[config.mk]
export PLATFORM = sky130hd
export DESIGN_NAME = pipe_stage_reg
export DESIGN_NICKNAME = d
export VERILOG_FILES = /design/src/rtl/pipe_stage_reg_pkg.sv /design/src/rtl/pipe_stage_reg_sat_counter.sv /design/src/rtl/pipe_stage_reg.sv
export SDC_FILE = /design/constraint.sdc
export NUM_CORES = 1
export LEC_CHECK = 0
export CAP_MARGIN = 20
export CORE_AREA = 2 2 113 115
export CTS_CLUSTER_SIZE = 40
export DETAILED_ROUTE_END_ITERATION = 12
export DIE_AREA = 0 0 115 117
export PLACE_DENSITY = 0.74
export SLEW_MARGIN = 10
export SYNTH_ARGS = -nofsm -noshare
export SYNTH_HDL_FRONTEND = slang
export SYNTH_HIERARCHICAL = 1
export SYNTH_SLANG_ARGS = --single-unit
[constraint.sdc]
create_clock -name clk -period 3.34 [get_ports clk]
set_clock_uncertainty 0.15 [all_clocks]
set_input_delay 0.334 -clock clk [delete_from_list [all_inputs] [get_ports clk]]
set_output_delay 0.334 -clock clk [all_outputs]
set_load 0.05 [all_outputs]
[src/rtl/pipe_stage_reg_pkg.sv]
`default_nettype none
// +----------------------------------------------------------------------+
// | pipe_stage_reg_pkg                                                   |
// | Stall-vector indices, bubble-mode constants and action selection     |
// | shared by the pipeline stage register.                               |
// | Revision: 1.0                                                        |
// +----------------------------------------------------------------------+
package pipe_stage_reg_pkg;

  localparam int c_STG_IF  = 0;
  localparam int c_STG_ID  = 1;
  localparam int c_STG_IS  = 2;
  localparam int c_STG_EX  = 3;
  localparam int c_STG_MEM = 4;
  localparam int c_STG_WB  = 5;

  localparam int c_ZB_KEEP  = 0;
  localparam int c_ZB_CLEAR = 1;

  typedef enum logic [1:0] {
    ACT_LOAD   = 2'd0,
    ACT_HOLD   = 2'd1,
    ACT_BUBBLE = 2'd2,
    ACT_FLUSH  = 2'd3
  } stage_act_t;

  // Priority: flush, bubble, hold, load.
  function automatic stage_act_t sel_act(input logic flush, input logic hold,
                                         input logic bubble);
    if (flush)       return ACT_FLUSH;
    else if (bubble) return ACT_BUBBLE;
    else if (hold)   return ACT_HOLD;
    else             return ACT_LOAD;
  endfunction

endpackage
`default_nettype wire

[src/rtl/pipe_stage_reg_sat_counter.sv]
`default_nettype none
// +----------------------------------------------------------------------+
// | sat_counter                                                          |
// | Saturating up-counter with synchronous clear over increment.         |
// | Revision: 1.0                                                        |
// +----------------------------------------------------------------------+
module sat_counter #(
  parameter int CW = 16
) (
  input  logic          clk,
  input  logic          rst,
  input  logic          inc,
  input  logic          clr,
  output logic [CW-1:0] count
);

  logic [CW-1:0] r_count;

  always_ff @(posedge clk or negedge rst) begin
    if (!rst) begin
      r_count <= '0;
    end else if (clr) begin
      r_count <= '0;
    end else if (inc && (r_count != {CW{1'b1}})) begin
      r_count <= r_count + CW'(1);
    end
  end

  assign count = r_count;

endmodule
`default_nettype wire

[src/rtl/pipe_stage_reg.sv]
`default_nettype none
// +----------------------------------------------------------------------+
// | pipe_stage_reg                                                       |
// | Multi-channel write-back pipeline register with stall/bubble/flush   |
// | handling and saturating hold/bubble statistics.                      |
// | Revision: 1.0                                                        |
// +----------------------------------------------------------------------+
module pipe_stage_reg
  import pipe_stage_reg_pkg::*;
#(
  parameter int N_CH        = 2,
  parameter int AW          = 5,
  parameter int DW          = 32,
  parameter int STALL_W     = 6,
  parameter int STAGE       = c_STG_EX,
  parameter int ZERO_BUBBLE = c_ZB_CLEAR,
  parameter int CW          = 16
) (
  input  logic                 clk,
  input  logic                 rst,
  input  logic [STALL_W-1:0]   stall,
  input  logic                 flush,
  input  logic                 in_valid,
  input  logic [N_CH-1:0]      in_wen,
  input  logic [N_CH*AW-1:0]   in_waddr,
  input  logic [N_CH*DW-1:0]   in_wdata,
  output logic                 out_valid,
  output logic [N_CH-1:0]      out_wen,
  output logic [N_CH*AW-1:0]   out_waddr,
  output logic [N_CH*DW-1:0]   out_wdata,
  output logic [CW-1:0]        stall_cnt,
  output logic [CW-1:0]        bubble_cnt,
  input  logic                 cnt_clr
);

  // Flat layout, MSB to LSB: {valid, wen, waddr, wdata}.
  localparam int c_ADDR_LSB  = N_CH * DW;
  localparam int c_WEN_LSB   = c_ADDR_LSB + N_CH * AW;
  localparam int c_VALID_BIT = c_WEN_LSB + N_CH;
  localparam int c_SW        = c_VALID_BIT + 1;

  logic [c_SW-1:0] r_stage;
  logic [c_SW-1:0] w_stage_nxt;
  logic [c_SW-1:0] w_load;
  logic [c_SW-1:0] w_squash;
  stage_act_t      w_act;
  logic            w_hold;
  logic            w_bubble;
  logic            w_stall_inc;
  logic            w_unused_stall;

  assign w_hold         = stall[STAGE];
  assign w_bubble       = stall[STAGE] & ~stall[STAGE+1];
  assign w_unused_stall = ^stall;
  assign w_act          = sel_act(flush, w_hold, w_bubble);

  // An invalid upstream slot must never produce a write.
  assign w_load = {in_valid, in_wen & {N_CH{in_valid}}, in_waddr, in_wdata};

  always_comb begin
    w_squash = '0;
    if (ZERO_BUBBLE == c_ZB_KEEP) begin
      w_squash[c_WEN_LSB-1:0] = r_stage[c_WEN_LSB-1:0];
    end
  end

  always_comb begin
    w_stage_nxt = r_stage;
    case (w_act)
      ACT_FLUSH,
      ACT_BUBBLE: w_stage_nxt = w_squash;
      ACT_LOAD:   w_stage_nxt = w_load;
      default:    w_stage_nxt = r_stage;
    endcase
  end

  always_ff @(posedge clk or negedge rst) begin
    if (!rst) begin
      r_stage <= '0;
    end else begin
      r_stage <= w_stage_nxt;
    end
  end

  assign out_valid = r_stage[c_VALID_BIT];
  assign out_wen   = r_stage[c_WEN_LSB +: N_CH];
  assign out_waddr = r_stage[c_ADDR_LSB +: N_CH*AW];
  assign out_wdata = r_stage[0 +: N_CH*DW];

  // Only a held real instruction counts as a stall cycle.
  assign w_stall_inc = (w_act == ACT_HOLD) & r_stage[c_VALID_BIT];

  sat_counter #(
    .CW (CW)
  ) u_stall_cnt (
    .clk   (clk),
    .rst   (rst),
    .inc   (w_stall_inc),
    .clr   (cnt_clr),
    .count (stall_cnt)
  );

  sat_counter #(
    .CW (CW)
  ) u_bubble_cnt (
    .clk   (clk),
    .rst   (rst),
    .inc   (w_bubble),
    .clr   (cnt_clr),
    .count (bubble_cnt)
  );

endmodule
`default_nettype wire

==> results of run 1 <==
-- what timing repair did --
action                                 in CTS  in global routing
endpoints found under the hold margin      47                  0
setup buffers                               0                  0
hold buffers                                1                  0
-- registers in the layout, indices dropped and copies added (netlist names) --
name                cells
r_stage                77
u_bubble_cnt/count     16
u_stall_cnt/count      16
-- routing by layer --
metal	global-route usage, %	routed length [um]	up-vias	share of wire (%)
met4	6.27	176	0	1.3
li1	-	-	1880	-
met2	32.1	6700	179	49
met1	23.4	5280	2064	39
met3	9.32	1410	16	10
met5	0	0	-	0
-- layout make-up --
cell class | count | share of cell area, %
clock buffers | 11 | 3.45
multi-input cells | 231 | 26.0
repair buffers | 198 | 28.2
inverters | 6 | 0.320
flip-flops and latches | 109 | 38.8
well taps | 150 | 2.67
clock inverters | 5 | 0.587
-- how the worst max path moves through the flow --
stage                                             end  slack, ns
floorplan            u_stall_cnt/count[3]$_DFFE_PN0P_       1.07
finish              u_stall_cnt/count[15]$_DFFE_PN0P_       0.97
global placement     u_stall_cnt/count[3]$_DFFE_PN0P_       0.63
global route        u_stall_cnt/count[15]$_DFFE_PN0P_       0.81
detailed placement   u_stall_cnt/count[3]$_DFFE_PN0P_       0.59
CTS                  u_stall_cnt/count[3]$_DFFE_PN0P_       0.96
-- critical path: cells and delay by family (launching register included) --
family | cells | cell delay (ns)
multiplexers | 1 | 0.34
adder cells (fa/ha/maj) | 1 | 0.25
AND/OR/NAND/NOR | 3 | 1.09
flip-flops | 1 | 0.42
-- power groups by stage --
| stage | combinational [mW] | clock, mW | sequential, mW |
|---|---|---|---|
| 6_report | 0.500 | 1.04 | 1.39 |
| 5_1_grt | 0.527 | 1.12 | 1.40 |
| 4_1_cts | 0.506 | 1.07 | 1.39 |
| 3_5_place_dp | 0.503 | 0 | 1.42 |
| 3_3_place_gp | 0.496 | 0 | 1.41 |
| 2_1_floorplan | 0.0978 | 0 | 1.57 |
-- stage by stage --
| step | util (%) | hold WS, ns | worst slack [ns] |
|---|---|---|---|
| 6_report | 57.1 | 0.317 | 0.972 |
| 5_1_grt | 57.1 | 0.320 | 0.813 |
| 4_1_cts | 57.1 | 0.308 | 0.962 |
| 3_5_place_dp | 54.8 | 0.243 | 0.592 |
| 3_3_place_gp | 54.8 | 0.233 | 0.630 |
| 2_1_floorplan | - | -0.112 | 1.07 |
-- synthesized netlist by cell type, types with 5 or more instances --
cell and count:
nand4_1 12, buf_6 5, nand3_1 6, a21oi_1 22
o21ai_1 6, a32o_1 77, nor4_1 8, o31ai_1 14
nor2_1 8, inv_1 6, nor2b_1 10, or4_1 10
mux2_1 8, clkbuf_1 17, buf_2 12, and3_1 5
nand2_1 12, dfrtp_1 109
-- layout by cell type (no fill, tap or decap), drive strengths merged --
master         instances
clkdlybuf4s50        189
dfrtp                109
a32o                  77
a21oi                 22
o31ai                 14
nand4                 14
or4                   14
nand2                 12
clkbuf                11
nor2b                 10
nor4                  10
nor2                   9
inv                    9
mux2                   8
o21ai                  8
buf                    8
nand3                  6
or3                    6
and3                   5
and4                   4
and2                   2
nand3b                 2
o211ai                 2
nor3                   2
a211oi                 2
ha                     2
clkinv                 1
clkinvlp               1
dlygate4sd3            1
-- logic make-up (layout without fill, tap and decap cells) --
kind of cell | after synthesis | after routing | synth area share [%]
AOI/OAI and AO/OA | 125 | 125 | 22.6
DFF | 109 | 109 | 57.3
and+or+nand+nor | 96 | 96 | 13.1
buffers and inverters | 42 | 220 | 4.50
muxes | 8 | 8 | 1.89
adders and majority gates | 2 | 2 | 0.526
==> impl_metrics.toml, run 1 <==
[setup_path]
crit_path_end_kind = "flop"
crit_path_start = "u_stall_cnt/count[1]$_DFFE_PN0P_"
crit-reg2reg-capture = "u_stall_cnt/count[15]$_DFFE_PN0P_"
path_max_fanout = 19
slowest_stage = "nor4_4"
crit_chain = "ha_1 > nand4_2 > nor4_4 > nor4_1 > mux2_1"
regToRegSetupSlack_ns = 0.97
critical-path-max-stage-delay_ns = 0.77
ff2ff_path_depth = 5
worstReg2RegStart = "u_stall_cnt/count[1]$_DFFE_PN0P_"
setup.worst_path.class = "flop to flop"
critical_path.startpoint_type = "flop"
critical_path_arrival_ns = 2.45
required_ns = 3.42

[synth]
synth_top_cell_by_area = "dfrtp_1"
number_of_nets_in_the_synthesized_netlist = 471
synth_top_area_share_pct = 57.3
synth_top_cells_by_area = "dfrtp_1 (57%), a32o_1 (16%), a21oi_1 (2.3%)"
ys_ff_latch = 109
synth.yosys.seq_area_share_pct = 57.3
number_of_enable_flip_flop_cells_after_synthesis = 0
postSynthCellCount = 382
synthFlopType = "dfrtp_1"
syn_area_per_cell_um2 = 12.5
synthesis.area_um2 = 4760
postSynth.asyncResetShare_pct = 100
synth-warning-count = 6
synthDistinctLibCells = 34

[clocking]
cts_max_path_buffers = 2
cts_resized = 0
clock_sink_count = 109
path_clk_slew_ns = 0.07
clock_latency_at_the_later_pin_of_the_worst_skew_pair_ns = 0.35
clk_root_buffer_cell = "clkbuf_16"
tritoncts.num_buffers = 9
cts_tree = "yes"
htree_levels = 3

[timing]
timing.max_slew.rel_slack_pct = 29.8
maxSlewViolCount = 0
finalHoldViolCount = 0
min_period_ns = 2.37
grt_setup_unrepaired = "no"
setup-violations-final = 0
fmaxAchievable_ghz = 0.422
finalSetupTns_ns = 0
post-route-period-util_pct = 70.9
worst-slew-pin-transition_ns = 1.05

[place]
globalplace.congestion = 0.808
buffer_ports.inserted = 191
placedInstanceArea_um2 = 6740
dp.final_hpwl_mm = 9.10
placed_cells_incl_taps = 693

[route]
drtPass1Iterations = 5
detail_routed_net_length_per_standard_cell_um = 19.1
vias_per_cell = 5.83
detail_route.iter0.violations = 462
ant_nets = 0
routed_wirelength_mm = 13.6
drt_drc_violations_left = 0
num_vias = 4139

[cells_and_area]
area_of_combinational_cells_with_multiple_inputs_um2 = 1830
area_delta_synth_final_pct = 47.9
final.fill_count = 1041
diodes = 0
fin_nets = 644
stdcell_area_um2 = 7040
finalNonFillerCells = 710
layout-drive-gt1-share_pct = 7.68
sequential_cell_area_um2 = 2730

[global_routing]
first_pass_grt_wire_length_mm = 21.1
antenna_found_initial = 0
largest_net_degree_at_the_start_of_global_routing = 78
grt_usage_pct = 19.8
globalRouteOverflowTotal = 0
first_global_vias = 4120

[power]
share_of_total_power_in_the_clock_network_pct = 35.4
max-vdd-ir-drop_uv = 363
total_power_mw = 2.93
power_density_nw_per_um2 = 416
share_comb_of_total_power_pct = 17.1
power.internal_mw = 2.10
power_frac_seq_pct = 47.5
power_leakage_nw = 2.83
power.net_switching_mw = 0.828
sw_frac_of_total_pct = 28.3

[floorplan]
die_height_um = 117
die_width_um = 115
std_cell_rows = 41
coreArea_um2 = 12300
io-pin-count = 196
die_area_um2 = 13500
initial_utilization_pct = 38.6

[min_path]
worstHoldEndpoint = "r_stage[7]$_DFFE_PN0P_"
min_from = "stall[4]"
min_delay_path_depth = 2
hold_class = "input pin to flop"

[outcome]
status = "finished, final reports clean"

[job]
total_of_max_cap_violations = 0
No activity file was read; power rests on OpenSTA's default activity.
==> run 2: changes to the inputs <==
clock period = 2.39 ns   (was 3.34 ns; I/O delays follow)
==> run 2 against run 1 <==
Non-clock buffer count rose by 11. Register-to-register slack worse by 0.70 ns. Largest cell class unchanged. Wire length decreased by 0.27%. Highest routed layer unchanged. Final area up 1.4%. Count of clock-buffer cells in the layout did not move. Final cell count is 1.5% higher. Critical endpoint is now u_stall_cnt/count[4]$_DFFE_PN0P_. Worst hold slack worse by 0.075 ns. Global-route usage up 0.15 points. Largest power group unchanged. Clock power grew 38%. Critical path type unchanged. Worst setup slack got worse by 0.70 ns. Sequential share of layout area shrank 0.52 points. Flip-flop and latch count did not move.
==> impl_metrics.toml, run 2 (same netlist as run 1, synthesis figures left out) <==
[timing]
min_period_ns = 2.11
post-route-period-util_pct = 88.5
post-route-worst-setup-slack_ns = 0.275
maxSlewViolCount = 0
finalHoldViolCount = 0
grt_setup_unrepaired = "no"
worst-slew-pin-transition_ns = 0.775
timing.max_slew.rel_slack_pct = 48.3
fmaxAchievable_ghz = 0.473
finalSetupTns_ns = 0
setup-violations-final = 0

[clocking]
clk_root_buffer_cell = "clkbuf_16"
clock_sink_count = 109
path_clk_slew_ns = 0.07
post_cts.repair.setup_buffers = 0
cts_max_path_buffers = 2
cts_resized = 0
cts-hold-fix-buffers = 1
clock_latency_at_the_later_pin_of_the_worst_skew_pair_ns = 0.35
htree_levels = 3
tritoncts.num_buffers = 9
cts_tree = "yes"

[route]
detail_route.iter0.violations = 380
drt_drc_violations_left = 0
ant_nets = 0
routed_wirelength_mm = 13.5
vias_per_cell = 5.81
detail_routed_net_length_per_standard_cell_um = 18.7
drtPass1Iterations = 7
num_vias = 4191

[cells_and_area]
layout.cells.most_common_list = "clkdlybuf4s50_1 (189), dfrtp_1 (109), a32o_1 (77)"
stdcell_area_um2 = 7130
most_flops_register = "r_stage"
mostFrequentLayoutCell = "clkdlybuf4s50_1"
layout-drive-gt1-share_pct = 9.46
fin_nets = 655
largest_reg_flops = 77
diodes = 0
area_delta_synth_final_pct = 49.9

[power]
sw_frac_of_total_pct = 28.1
power_frac_seq_pct = 47.5
power_density_nw_per_um2 = 574
power_leakage_nw = 2.88
share_comb_of_total_power_pct = 17.4
share_of_total_power_in_the_clock_network_pct = 35.1
max-vdd-ir-drop_uv = 435
power.internal_mw = 2.94
power.net_switching_mw = 1.15

[outcome]
status = "finished, final reports clean"

[setup_path]
crit-reg2reg-capture = "u_stall_cnt/count[4]$_DFFE_PN0P_"
crit_chain = "ha_1 > nand4_2 > nor4_4 > buf_4 > nor3_1 > a211oi_2"
buffers_inverters_on_critical_path = 1
worstReg2RegStart = "u_stall_cnt/count[0]$_DFFE_PN0P_"
ff2ff_path_depth = 6
critical_path_arrival_ns = 2.23
setup.worst_path.class = "flop to flop"
crit_path_end_kind = "flop"
required_ns = 2.51
path_max_fanout = 12
slowest_stage = "nor4_4"
critical_path.startpoint_type = "flop"
path_delay_family = "simple AND/OR/NAND/NOR gates"
regToRegSetupSlack_ns = 0.28
critical-path-max-stage-delay_ns = 0.52

[place]
buffer_ports.inserted = 191
dp.final_hpwl_mm = 9.37
placedInstanceArea_um2 = 6840
detailedPlace.worstSlack_ns = -0.0627
globalplace.congestion = 0.787

[global_routing]
first_global_vias = 4095
grt_usage_pct = 19.9
globalRouteOverflowTotal = 0
first_pass_grt_wire_length_mm = 21.0
antenna_found_initial = 0
largest_net_degree_at_the_start_of_global_routing = 78

[floorplan]
std_cell_rows = 41
die_width_um = 115
initial_utilization_pct = 38.6
coreArea_um2 = 12300
die_area_um2 = 13500
io-pin-count = 196
die_height_um = 117

[min_path]
hold_class = "input pin to async pin"

[job]
total_of_max_cap_violations = 0
-- run 2: changes by cell type in the layout (fill, tap and decap cells not counted) --
cell / delta
inv_6: -1
buf_12: +1
clkinv_2: -1
clkinvlp_4: +2
buf_4: +10
-- run 2: through the flow --
| step | instances | power (mW) | utilization [%] | hold WS (ns) |
|---|---|---|---|---|
| after floorplan | 382 | 2.34 | - | -0.207 |
| after global placement | 704 | 2.68 | 55.5 | 0.0902 |
| after detailed placement | 704 | 2.69 | 55.5 | 0.0990 |
| after CTS | 721 | 4.14 | 57.9 | 0.257 |
| after global routing | 721 | 4.25 | 57.9 | 0.296 |
| final | 721 | 4.09 | 57.9 | 0.242 |
-- run 2: power by group through the flow --
| stage | registers, mW | clock network, mW | logic (mW) |
|---|---|---|---|
| 2_1_floorplan | 2.20 | 0 | 0.137 |
| 3_3_place_gp | 1.97 | 0 | 0.704 |
| 3_5_place_dp | 1.98 | 0 | 0.713 |
| 4_1_cts | 1.94 | 1.48 | 0.718 |
| 5_1_grt | 1.95 | 1.55 | 0.752 |
| 6_report | 1.94 | 1.44 | 0.712 |
-- run 2: layout make-up --
| cell class | count | area [um^2] |
|---|---|---|
| clock inverters | 5 | 42.5 |
| fillers | 1011 | 5180 |
| flip-flops and latches | 109 | 2730 |
| inverters | 6 | 22.5 |
| repair buffers | 209 | 2080 |
| multi-input cells | 231 | 1830 |
| well taps | 150 | 188 |
| clock buffers | 11 | 243 |
-- run 2: routing by layer --
metal | track usage [%] | share of wire (%) | vias to the layer above | wire length [um]
li1 | - | - | 1911 | -
met1 | 25.1 | 40 | 2097 | 5430
met2 | 30.8 | 48 | 165 | 6550
met3 | 7.98 | 9.5 | 18 | 1290
met4 | 7.95 | 1.8 | 0 | 246
met5 | 0 | 0 | - | 0
-- run 2: worst max-delay path by stage --
stage | from | to | slack (ns) | cells after the start
after floorplan | u_bubble_cnt/count[0]$_DFFE_PN0P_ | u_bubble_cnt/count[15]$_DFFE_PN0P_ | 0.12 | 5
after global placement | stall[3] | u_stall_cnt/count[13]$_DFFE_PN0P_ | 0.06 | 7
after detailed placement | stall[3] | u_stall_cnt/count[9]$_DFFE_PN0P_ | -0.06 | 7
after CTS | u_stall_cnt/count[0]$_DFFE_PN0P_ | u_stall_cnt/count[4]$_DFFE_PN0P_ | 0.26 | 6
after global routing | u_stall_cnt/count[0]$_DFFE_PN0P_ | u_stall_cnt/count[4]$_DFFE_PN0P_ | 0.09 | 6
final | u_stall_cnt/count[0]$_DFFE_PN0P_ | u_stall_cnt/count[4]$_DFFE_PN0P_ | 0.28 | 6
==> run 3: changes to the inputs <==
SKIP_CTS_REPAIR_TIMING = 1   (was default)
==> results of run 3 <==
The final DEF is identical to that of run 2; final timing and power are the same.
